$ cat src/rtl/lane_pkg.sv
// Shared lane constants and the serialiser byte-index type, used by the
// unpacker, the 6-way demultiplexer and the upstream DMA sequencer.
package lane_pkg;

  localparam int LANE_W         = 25;
  localparam int DATA_W         = 24;
  localparam int BYTES_PER_WORD = 3;
  localparam int EN_BIT         = 0;

  typedef enum logic [1:0] {
    B0 = 2'd0,
    B1 = 2'd1,
    B2 = 2'd2
  } byte_idx_t;

  // Select one byte of a stored word, most significant byte first.
  function automatic logic [7:0] pick_byte(input logic [DATA_W-1:0] word,
                                           input byte_idx_t idx);
    logic [7:0] b;
    case (idx)
      B0:      b = word[23:16];
      B1:      b = word[15:8];
      B2:      b = word[7:0];
      default: b = 8'h00;
    endcase
    return b;
  endfunction

endpackage

$ cat src/rtl/lane_word_fifo.sv
// DEPTH x 24-bit word FIFO. A write is taken when there is room, or when the
// head word retires in the same cycle so the freed slot is reused at once.
module lane_word_fifo
  import lane_pkg::*;
#(
  parameter int DEPTH = 4
) (
  input  logic                     clk,
  input  logic                     rst,
  input  logic                     wr_req,
  input  logic [DATA_W-1:0]        wr_data,
  input  logic                     pop,
  output logic [DATA_W-1:0]        rd_data,
  output logic [$clog2(DEPTH):0]   level,
  output logic                     full,
  output logic                     empty
);

  localparam int PW = $clog2(DEPTH);
  localparam int LW = PW + 1;

  logic [DATA_W-1:0] mem [DEPTH];
  logic [PW-1:0]     wr_ptr;
  logic [PW-1:0]     rd_ptr;
  logic [LW-1:0]     level_q;
  logic              do_pop;
  logic              wr_accept;

  assign full      = (level_q == LW'(DEPTH));
  assign empty     = (level_q == '0);
  assign do_pop    = pop && !empty;
  assign wr_accept = wr_req && (!full || do_pop);
  assign rd_data   = mem[rd_ptr];
  assign level     = level_q;

  // Storage array; contents are only observed through a non-empty head.
  always_ff @(posedge clk) begin
    if (wr_accept) begin
      mem[wr_ptr] <= wr_data;
    end
  end

  // Pointers wrap naturally because DEPTH is a power of two.
  always_ff @(posedge clk or posedge rst) begin
    if (rst) begin
      wr_ptr <= '0;
      rd_ptr <= '0;
    end else begin
      if (wr_accept) wr_ptr <= wr_ptr + PW'(1);
      if (do_pop)    rd_ptr <= rd_ptr + PW'(1);
    end
  end

  // Occupancy: a write paired with a pop leaves the count unchanged.
  always_ff @(posedge clk or posedge rst) begin
    if (rst) begin
      level_q <= '0;
    end else begin
      case ({wr_accept, do_pop})
        2'b10:   level_q <= level_q + LW'(1);
        2'b01:   level_q <= level_q - LW'(1);
        default: level_q <= level_q;
      endcase
    end
  end

endmodule

$ cat src/rtl/lane_byte_unpacker.sv
// Per-lane unpacker: buffers strobed 24-bit words from one demux output and
// emits each as three bytes (MSB first) on a valid/ready stream.
//
// Handshake: a byte moves when byte_valid && byte_ready at a rising edge.
// Once byte_valid is high, byte_out and the byte index hold until that
// transfer happens; byte_valid never drops without a transfer.
module lane_byte_unpacker
  import lane_pkg::*;
#(
  parameter int DEPTH = 4
) (
  input  logic                   clk,
  input  logic                   rst,
  input  logic [LANE_W-1:0]      lane_in,
  output logic [7:0]             byte_out,
  output logic                   byte_valid,
  input  logic                   byte_ready,
  output logic [$clog2(DEPTH):0] level,
  output logic                   overflow,
  input  logic                   clr_ovf
);

  byte_idx_t         idx;
  logic              wr_req;
  logic [DATA_W-1:0] wr_data;
  logic [DATA_W-1:0] head_word;
  logic              fifo_full;
  logic              fifo_empty;
  logic              xfer;
  logic              retire;
  logic              reject;

  assign wr_req     = lane_in[EN_BIT];
  assign wr_data    = lane_in[LANE_W-1:1];
  assign byte_valid = !fifo_empty;
  assign xfer       = byte_valid && byte_ready;
  assign retire     = xfer && (idx == B2);
  // A full FIFO still accepts when the head leaves this cycle.
  assign reject     = wr_req && fifo_full && !retire;

  lane_word_fifo #(
    .DEPTH (DEPTH)
  ) u_fifo (
    .clk     (clk),
    .rst     (rst),
    .wr_req  (wr_req),
    .wr_data (wr_data),
    .pop     (retire),
    .rd_data (head_word),
    .level   (level),
    .full    (fifo_full),
    .empty   (fifo_empty)
  );

  // Serialiser byte index: advances only on a transfer, wraps after B2.
  always_ff @(posedge clk or posedge rst) begin
    if (rst) begin
      idx <= B0;
    end else if (xfer) begin
      case (idx)
        B0:      idx <= B1;
        B1:      idx <= B2;
        B2:      idx <= B0;
        default: idx <= B0;
      endcase
    end
  end

  // Byte select from the head word; idle bus reads as zero.
  always_comb begin
    byte_out = 8'h00;
    if (byte_valid) begin
      byte_out = pick_byte(head_word, idx);
    end
  end

  // Sticky drop flag; a drop in the same cycle as a clear keeps it set.
  always_ff @(posedge clk or posedge rst) begin
    if (rst) begin
      overflow <= 1'b0;
    end else if (reject) begin
      overflow <= 1'b1;
    end else if (clr_ovf) begin
      overflow <= 1'b0;
    end
  end

endmodule

$ cat config.mk
export PLATFORM = sky130hd
export DESIGN_NAME = lane_byte_unpacker
export DESIGN_NICKNAME = d
export VERILOG_FILES = /design/src/rtl/lane_pkg.sv /design/src/rtl/lane_word_fifo.sv /design/src/rtl/lane_byte_unpacker.sv
export SDC_FILE = /design/constraint.sdc
export NUM_CORES = 1
export LEC_CHECK = 0
export ABC_AREA = 0
export CAP_MARGIN = 20
export CORE_ASPECT_RATIO = 1.25
export CORE_MARGIN = 4
export CORE_UTILIZATION = 45
export CTS_BUF_LIST = sky130_fd_sc_hd__clkbuf_8
export DETAILED_ROUTE_END_ITERATION = 6
export PLACE_DENSITY = 0.65
export SLEW_MARGIN = 0
export SYNTH_ARGS = -nofsm -noshare
export SYNTH_HDL_FRONTEND = slang
export SYNTH_SLANG_ARGS = --single-unit
$ cat constraint.sdc
create_clock -name clk -period 2.53 [get_ports clk]
set_input_delay 0.759 -clock clk [delete_from_list [all_inputs] [get_ports clk]]
set_output_delay 0.759 -clock clk [all_outputs]
set_load 0.05 [all_outputs]
==> flow_summary.toml, run 1 <==
[route]
drt_first_pass_iters = 4
drt_iter0_drc = 111
drt-vias-per-instance = 5.28
num_vias = 2179
postRouteAntennaNets = 0
route.detailed.drc = 0
wire_per_inst_um = 18.6
wl_mm = 7.68

[finish]
fill_cells = 669
antenna_cells = 0
mostFrequentLayoutCells = "edfxtp_1 (96), clkdlybuf4s50_1 (32), mux4_2 (24)"
syn_to_final_growth_pct = 27.5
drive_above_1_share_pct = 34.8
layout_commonest_cell = "edfxtp_1"
fin_util_pct = 59.2
fin_nets = 319

[synth]
yosys.area.top_type_share_pct = 67.3
synth_area_per_cell_sq_um = 19.8
synth_largest_area_cell = "edfxtp_1"
synth_edf_count = 96
ys_ff_latch = 106
yosysSeqAreaShare_pct = 73.2
syn_inst = 216
synth.area.top_cells = "edfxtp_1 (67%), mux4_2 (10%), dfrtp_1 (5.8%), mux4_1 (3.1%), mux2i_1 (1.9%)"
synth_area_sq_um = 4280
ys_types = 34
yosysWarnings = 0
async_flop_share_pct = 9.43
yosys_most_used_dff = "edfxtp_1"
syn-num-nets = 250

[clocking]
clkSlewWorstSetupHoldPaths_ns = 0.09
root_buffer = "clkbuf_8"
clockBufferDepth = 2
cts_tree = "built"
h-tree-depth = 3
clk_latency_ns = 0.37
clock_sinks = 106
ctsHoldBuffers = 0
cts_inserted_buffers = 9

[floorplanning]
rows = 39
start_util_pct = 46.4
die_area_sq_um = 11100
core_sq_um = 9220
num_io_pins = 42
die-height_um = 117
die_w_um = 95.2

[worst_setup_path]
critPathKind = "reg2out"
regToRegSetupSlack_ns = 0.49
cp-end-kind = "primary output"
cp.arrival_ns = 1.97
critPathLaunchType = "register"
critPathMaxFanout = 9
worstPathRequired_ns = 1.77

[sta]
fin_skew_ns = 0.00991
setup_tns_ns = -1.34
fmax_mhz = 367
fin_crit_ns = 2.72
worst_pin_slew_ns = 0.490
hold_violations = 0
setup_slack_ns = -0.194
drv_slew = 0
setup_viol = 8
rsz0062_at_grt = "true"
slew_headroom_pct = 67.2
period_share_pct = 108

[grt]
grt_pass1_wl_mm = 12.4
first_global_vias = 2243
grt_max_degree = 21
grt-ovfl-total = 0
grt_antenna_before_repair = 0
grt_usage_pct = 15.8

[pwr]
vdd_ir_drop_max_mv = 0.499
p_leak_uw = 0.00186
p_per_area_nw_per_um2 = 1250

[job]
max-cap-violations = 0

[min_path]
hold_class = "reg2reg"

[run_status]
status = "finished with violations"
violations = "negative setup slack"

[placed_design]
dp_slack_ns = -0.0133
gp_congestion = 0.693
port-buffer-count = 41
dp_hpwl_mm = 5.05
==> metal layers <==
layer / vias to the layer above / GRT usage (%) / routed length (um)
li1: 1009 / - / -
met1: 1111 / 20.6 / 3320
met2: 46 / 25.0 / 3880
met3: 13 / 2.30 / 246
met4: 0 / 10.1 / 238
met5: - / 0 / 0
==> final timing paths <==
kind,start,endpoint,cells past startpoint
setup reg to reg,u_fifo.level[0]$_DFFE_PP0P_,u_fifo.level[2]$_DFFE_PP0P_,6
hold reg to reg,overflow$_DFFE_PP0P_,overflow$_DFFE_PP0P_,2
max in group asynchronous,rst,u_fifo.level[0]$_DFFE_PP0P_,2
hold / removal,overflow$_DFFE_PP0P_,overflow$_DFFE_PP0P_,2
setup / recovery,u_fifo.rd_ptr[0]$_DFFE_PP0N_,byte_out[0],5
min in group asynchronous,rst,overflow$_DFFE_PP0P_,2
==> logic make-up (layout without fill, tap and decap cells) <==
| kind of cell | Yosys count | in the layout | synth area share [%] |
|---|---|---|---|
| AO/OA/AOI/OAI | 21 | 21 | 3.36 |
| XOR/XNOR | 5 | 5 | 1.02 |
| adder cells (fa/ha/maj) | 5 | 5 | 1.64 |
| buffers and inverters | 24 | 98 | 2.92 |
| flip-flops | 106 | 106 | 73.2 |
| multiplexers | 32 | 32 | 14.9 |
| AND/OR/NAND/NOR | 23 | 23 | 2.92 |
==> area by class of cell <==
class / count / area, sq um / share of cell area, %
clock buffer: 9 / 124 / 2.27
clock inverter: 7 / 32.5 / 0.596
inverter: 14 / 55.1 / 1.01
multi-input combinational: 86 / 1200 / 22.0
sequential: 106 / 3140 / 57.6
tap: 123 / 154 / 2.82
timing repair buffer: 68 / 749 / 13.7
==> synth_stat cells, types with 3 or more instances <==
library cell  count
inv_1            14
and2_1            4
o21ai_0           3
o22ai_1           9
ha_1              4
mux4_1            5
buf_2             6
nand2_1           4
nand3_1           4
nor3_1            3
mux4_2           19
mux2i_1           8
edfxtp_1         96
xnor2_1           3
dfrtp_1          10
==> repair_timing <==
item | 4_1_cts | 5_1_grt
endpoints found under the setup margin | 8 | 8
cloned | 1 | 0
gates resized for setup | 29 | 8
buffers inserted | 4 | 0
pin swaps | 5 | 2
==> sequential cells by signal (all words and copies together) (netlist names) <==
name           cells
overflow           1
u_fifo.wr_ptr      2
u_fifo.mem        96
u_fifo.rd_ptr      2
u_fifo.level       3
idx                2
==> report_power, final <==
part	internal (uW)	total, uW	switching (uW)
logic	1610	3430	1820
registers	2330	2520	196
clock network	343	865	522
==> metrics by stage <==
step,hold WS [ns],power [uW],instance area (sq um),std cells
6_report,0.534,6820,5460,413
5_1_grt,0.575,7200,5460,413
4_1_cts,0.539,6880,5460,414
3_5_place_dp,0.523,5620,5170,393
3_3_place_gp,0.512,5590,5170,393
2_1_floorplan,0.525,4650,4410,216
==> critical path, cell delays in order, from the launching register on <==
cell,delay [ns]
dfrtp_2,0.45
buf_12,0.16
mux4_2,0.52
mux2i_2,0.21
o22ai_4,0.11
buf_6,0.16
Power figures use the tool's default switching activity.
==> run 2: changes to the inputs <==
--- a/config.mk
+++ b/config.mk
@@ -7,12 +7,15 @@
 export LEC_CHECK = 0
 export ABC_AREA = 0
 export CAP_MARGIN = 20
+export CELL_PAD_IN_SITES_DETAIL_PLACEMENT = 1
+export CELL_PAD_IN_SITES_GLOBAL_PLACEMENT = 2
 export CORE_ASPECT_RATIO = 1.25
 export CORE_MARGIN = 4
 export CORE_UTILIZATION = 45
 export CTS_BUF_LIST = sky130_fd_sc_hd__clkbuf_8
+export CTS_CLUSTER_DIAMETER = 50
 export DETAILED_ROUTE_END_ITERATION = 6
-export PLACE_DENSITY = 0.65
+export PLACE_DENSITY_LB_ADDON = 0.1
 export SLEW_MARGIN = 0
 export SYNTH_ARGS = -nofsm -noshare
 export SYNTH_HDL_FRONTEND = slang
==> flow_summary.toml, run 2 (same netlist as run 1, synthesis figures left out) <==
[pwr]
p_leak_uw = 0.00186
vdd_ir_drop_max_mv = 0.555
p_per_area_nw_per_um2 = 1270

[placed_design]
gp_congestion = 0.713
dp_hpwl_mm = 5.38
placed_area_sq_um = 5170
dp.cells = 390
port-buffer-count = 41
dp_slack_ns = -0.0356

[grt]
grt_usage_pct = 16.5
grt_max_degree = 25
grt_antenna_before_repair = 0
grt_pass1_wl_mm = 13.1
first_global_vias = 2437
grt-ovfl-total = 0

[worst_setup_path]
path_cells = "buf_12 -> buf_16 -> mux4_2 -> mux2i_4 -> o22ai_4 -> buf_6"
critPathLaunchType = "register"
cpPeakStageDelay_ns = 0.53
crit_slowest_cell = "mux4_2"
critical_path_buf_inv_count = 3
cp.arrival_ns = 2.04
crit_family = "multiplexers"
critPathMaxFanout = 7
regToRegSetupSlack_ns = 0.50
worstPathRequired_ns = 1.77
cp-end-kind = "primary output"
critPathKind = "reg2out"

[route]
route.detailed.drc = 0
wl_mm = 8.33
top_layer = "met4"
num_vias = 2160
wire_per_inst_um = 20.3
wl_met2_mm = 4.55
drt_first_pass_iters = 4
postRouteAntennaNets = 0
drt-vias-per-instance = 5.26
wl_met1_mm = 3.43
met3_length_um = 211
drt_iter0_drc = 111

[sta]
setup_tns_ns = -1.84
worst_pin_slew_ns = 0.492
drv_slew = 0
setup_viol = 8
hold_violations = 0
fin_skew_ns = 0.00806
fmax_mhz = 358
period_share_pct = 111
rsz0062_at_grt = "true"
fin_crit_ns = 2.80
setup_slack_ns = -0.266
slew_headroom_pct = 67.1

[clocking]
cts_tree = "built"
ctsHoldBuffers = 0
clkSlewWorstSetupHoldPaths_ns = 0.09
clock_sinks = 106
clk_latency_ns = 0.36
clockBufferDepth = 2
h-tree-depth = 3
cts_inserted_buffers = 9
root_buffer = "clkbuf_8"

[min_path]
hold_class = "reg2reg"

[finish]
syn_to_final_growth_pct = 28.5
fin_util_pct = 59.6
largest_reg_flops = 96
antenna_cells = 0
final_cell_area_sq_um = 5500
layout_commonest_cell = "edfxtp_1"
drive_above_1_share_pct = 33.3
fill_cells = 782
layoutNonFillerInstCount = 411
mostFrequentLayoutCells = "edfxtp_1 (96), clkdlybuf4s50_1 (32), mux4_2 (23)"
fin_nets = 317
regMostFlops = "u_fifo.mem"

[floorplanning]
die-height_um = 117
rows = 39
die_w_um = 95.2
num_io_pins = 42
start_util_pct = 46.4
core_sq_um = 9220
die_area_sq_um = 11100

[job]
max-cap-violations = 0

[run_status]
status = "finished with violations"
violations = "negative setup slack"
==> run 2: changes by cell type in the layout (fill, tap and decap cells not counted), moves of 2 or more <==
cell and delta:
buf_12 +2, buf_4 -6, inv_2 -3, mux2i_1 +2, mux2i_2 -2
==> run 2: worst paths after layout <==
kind                                         startpoint                           to  depth (start not counted)
setup / recovery           u_fifo.rd_ptr[0]$_DFFE_PP0N_                  byte_out[7]                          6
hold / removal                     overflow$_DFFE_PP0P_         overflow$_DFFE_PP0P_                          2
hold reg to reg                    overflow$_DFFE_PP0P_         overflow$_DFFE_PP0P_                          2
setup reg to reg            u_fifo.level[0]$_DFFE_PP0P_  u_fifo.level[2]$_DFFE_PP0P_                          5
max in group asynchronous                           rst  u_fifo.level[1]$_DFFE_PP0P_                          2
min in group asynchronous                           rst  u_fifo.level[0]$_DFFE_PP0P_                          2
==> run 2: power by group <==
part	switching (uW)	internal, uW	leakage (uW)
combinational	1860	1670	0.000777
clock	561	357	0.0000860
sequential	199	2330	0.000998
total	2620	4350	0.00186
==> run 2: area by class of cell <==
cell class | instances | area, sq um | share of cell area (%)
Tap cell | 123 | 154 | 2.80
Clock buffer | 9 | 124 | 2.25
Timing Repair Buffer | 66 | 783 | 14.2
Clock inverter | 7 | 45.0 | 0.819
Multi-Input combinational cell | 86 | 1190 | 21.7
Sequential cell | 106 | 3140 | 57.2
Inverter | 14 | 55.1 | 1.00
==> run 2: layer usage <==
layer	GRT usage [%]	up-vias
met2	29.0	32
met5	0	-
met4	6.93	0
li1	-	1005
met1	20.1	1115
met3	2.75	8
==> run 2: stage by stage <==
stage | power [uW] | hold slack (ns)
detailed placement | 5700 | 0.519
global placement | 5670 | 0.516
floorplan | 4650 | 0.525
finish | 6970 | 0.533
CTS | 7040 | 0.536
global route | 7340 | 0.581
==> run 2: tightest hold or removal path, delay by kind of cell (launching register included) <==
family | cells | cell delay [ns]
AO/OA/AOI/OAI | 1 | 0.06
flip-flops | 1 | 0.39
buffers and inverters | 1 | 0.05
==> run 2: what timing repair did <==
item	4_1_cts	5_1_grt
setup endpoints to repair	8	8
pin swaps	2	2
buffers inserted	4	0
cloned	1	0
hold endpoints to repair	0	0
gates resized for setup	27	5
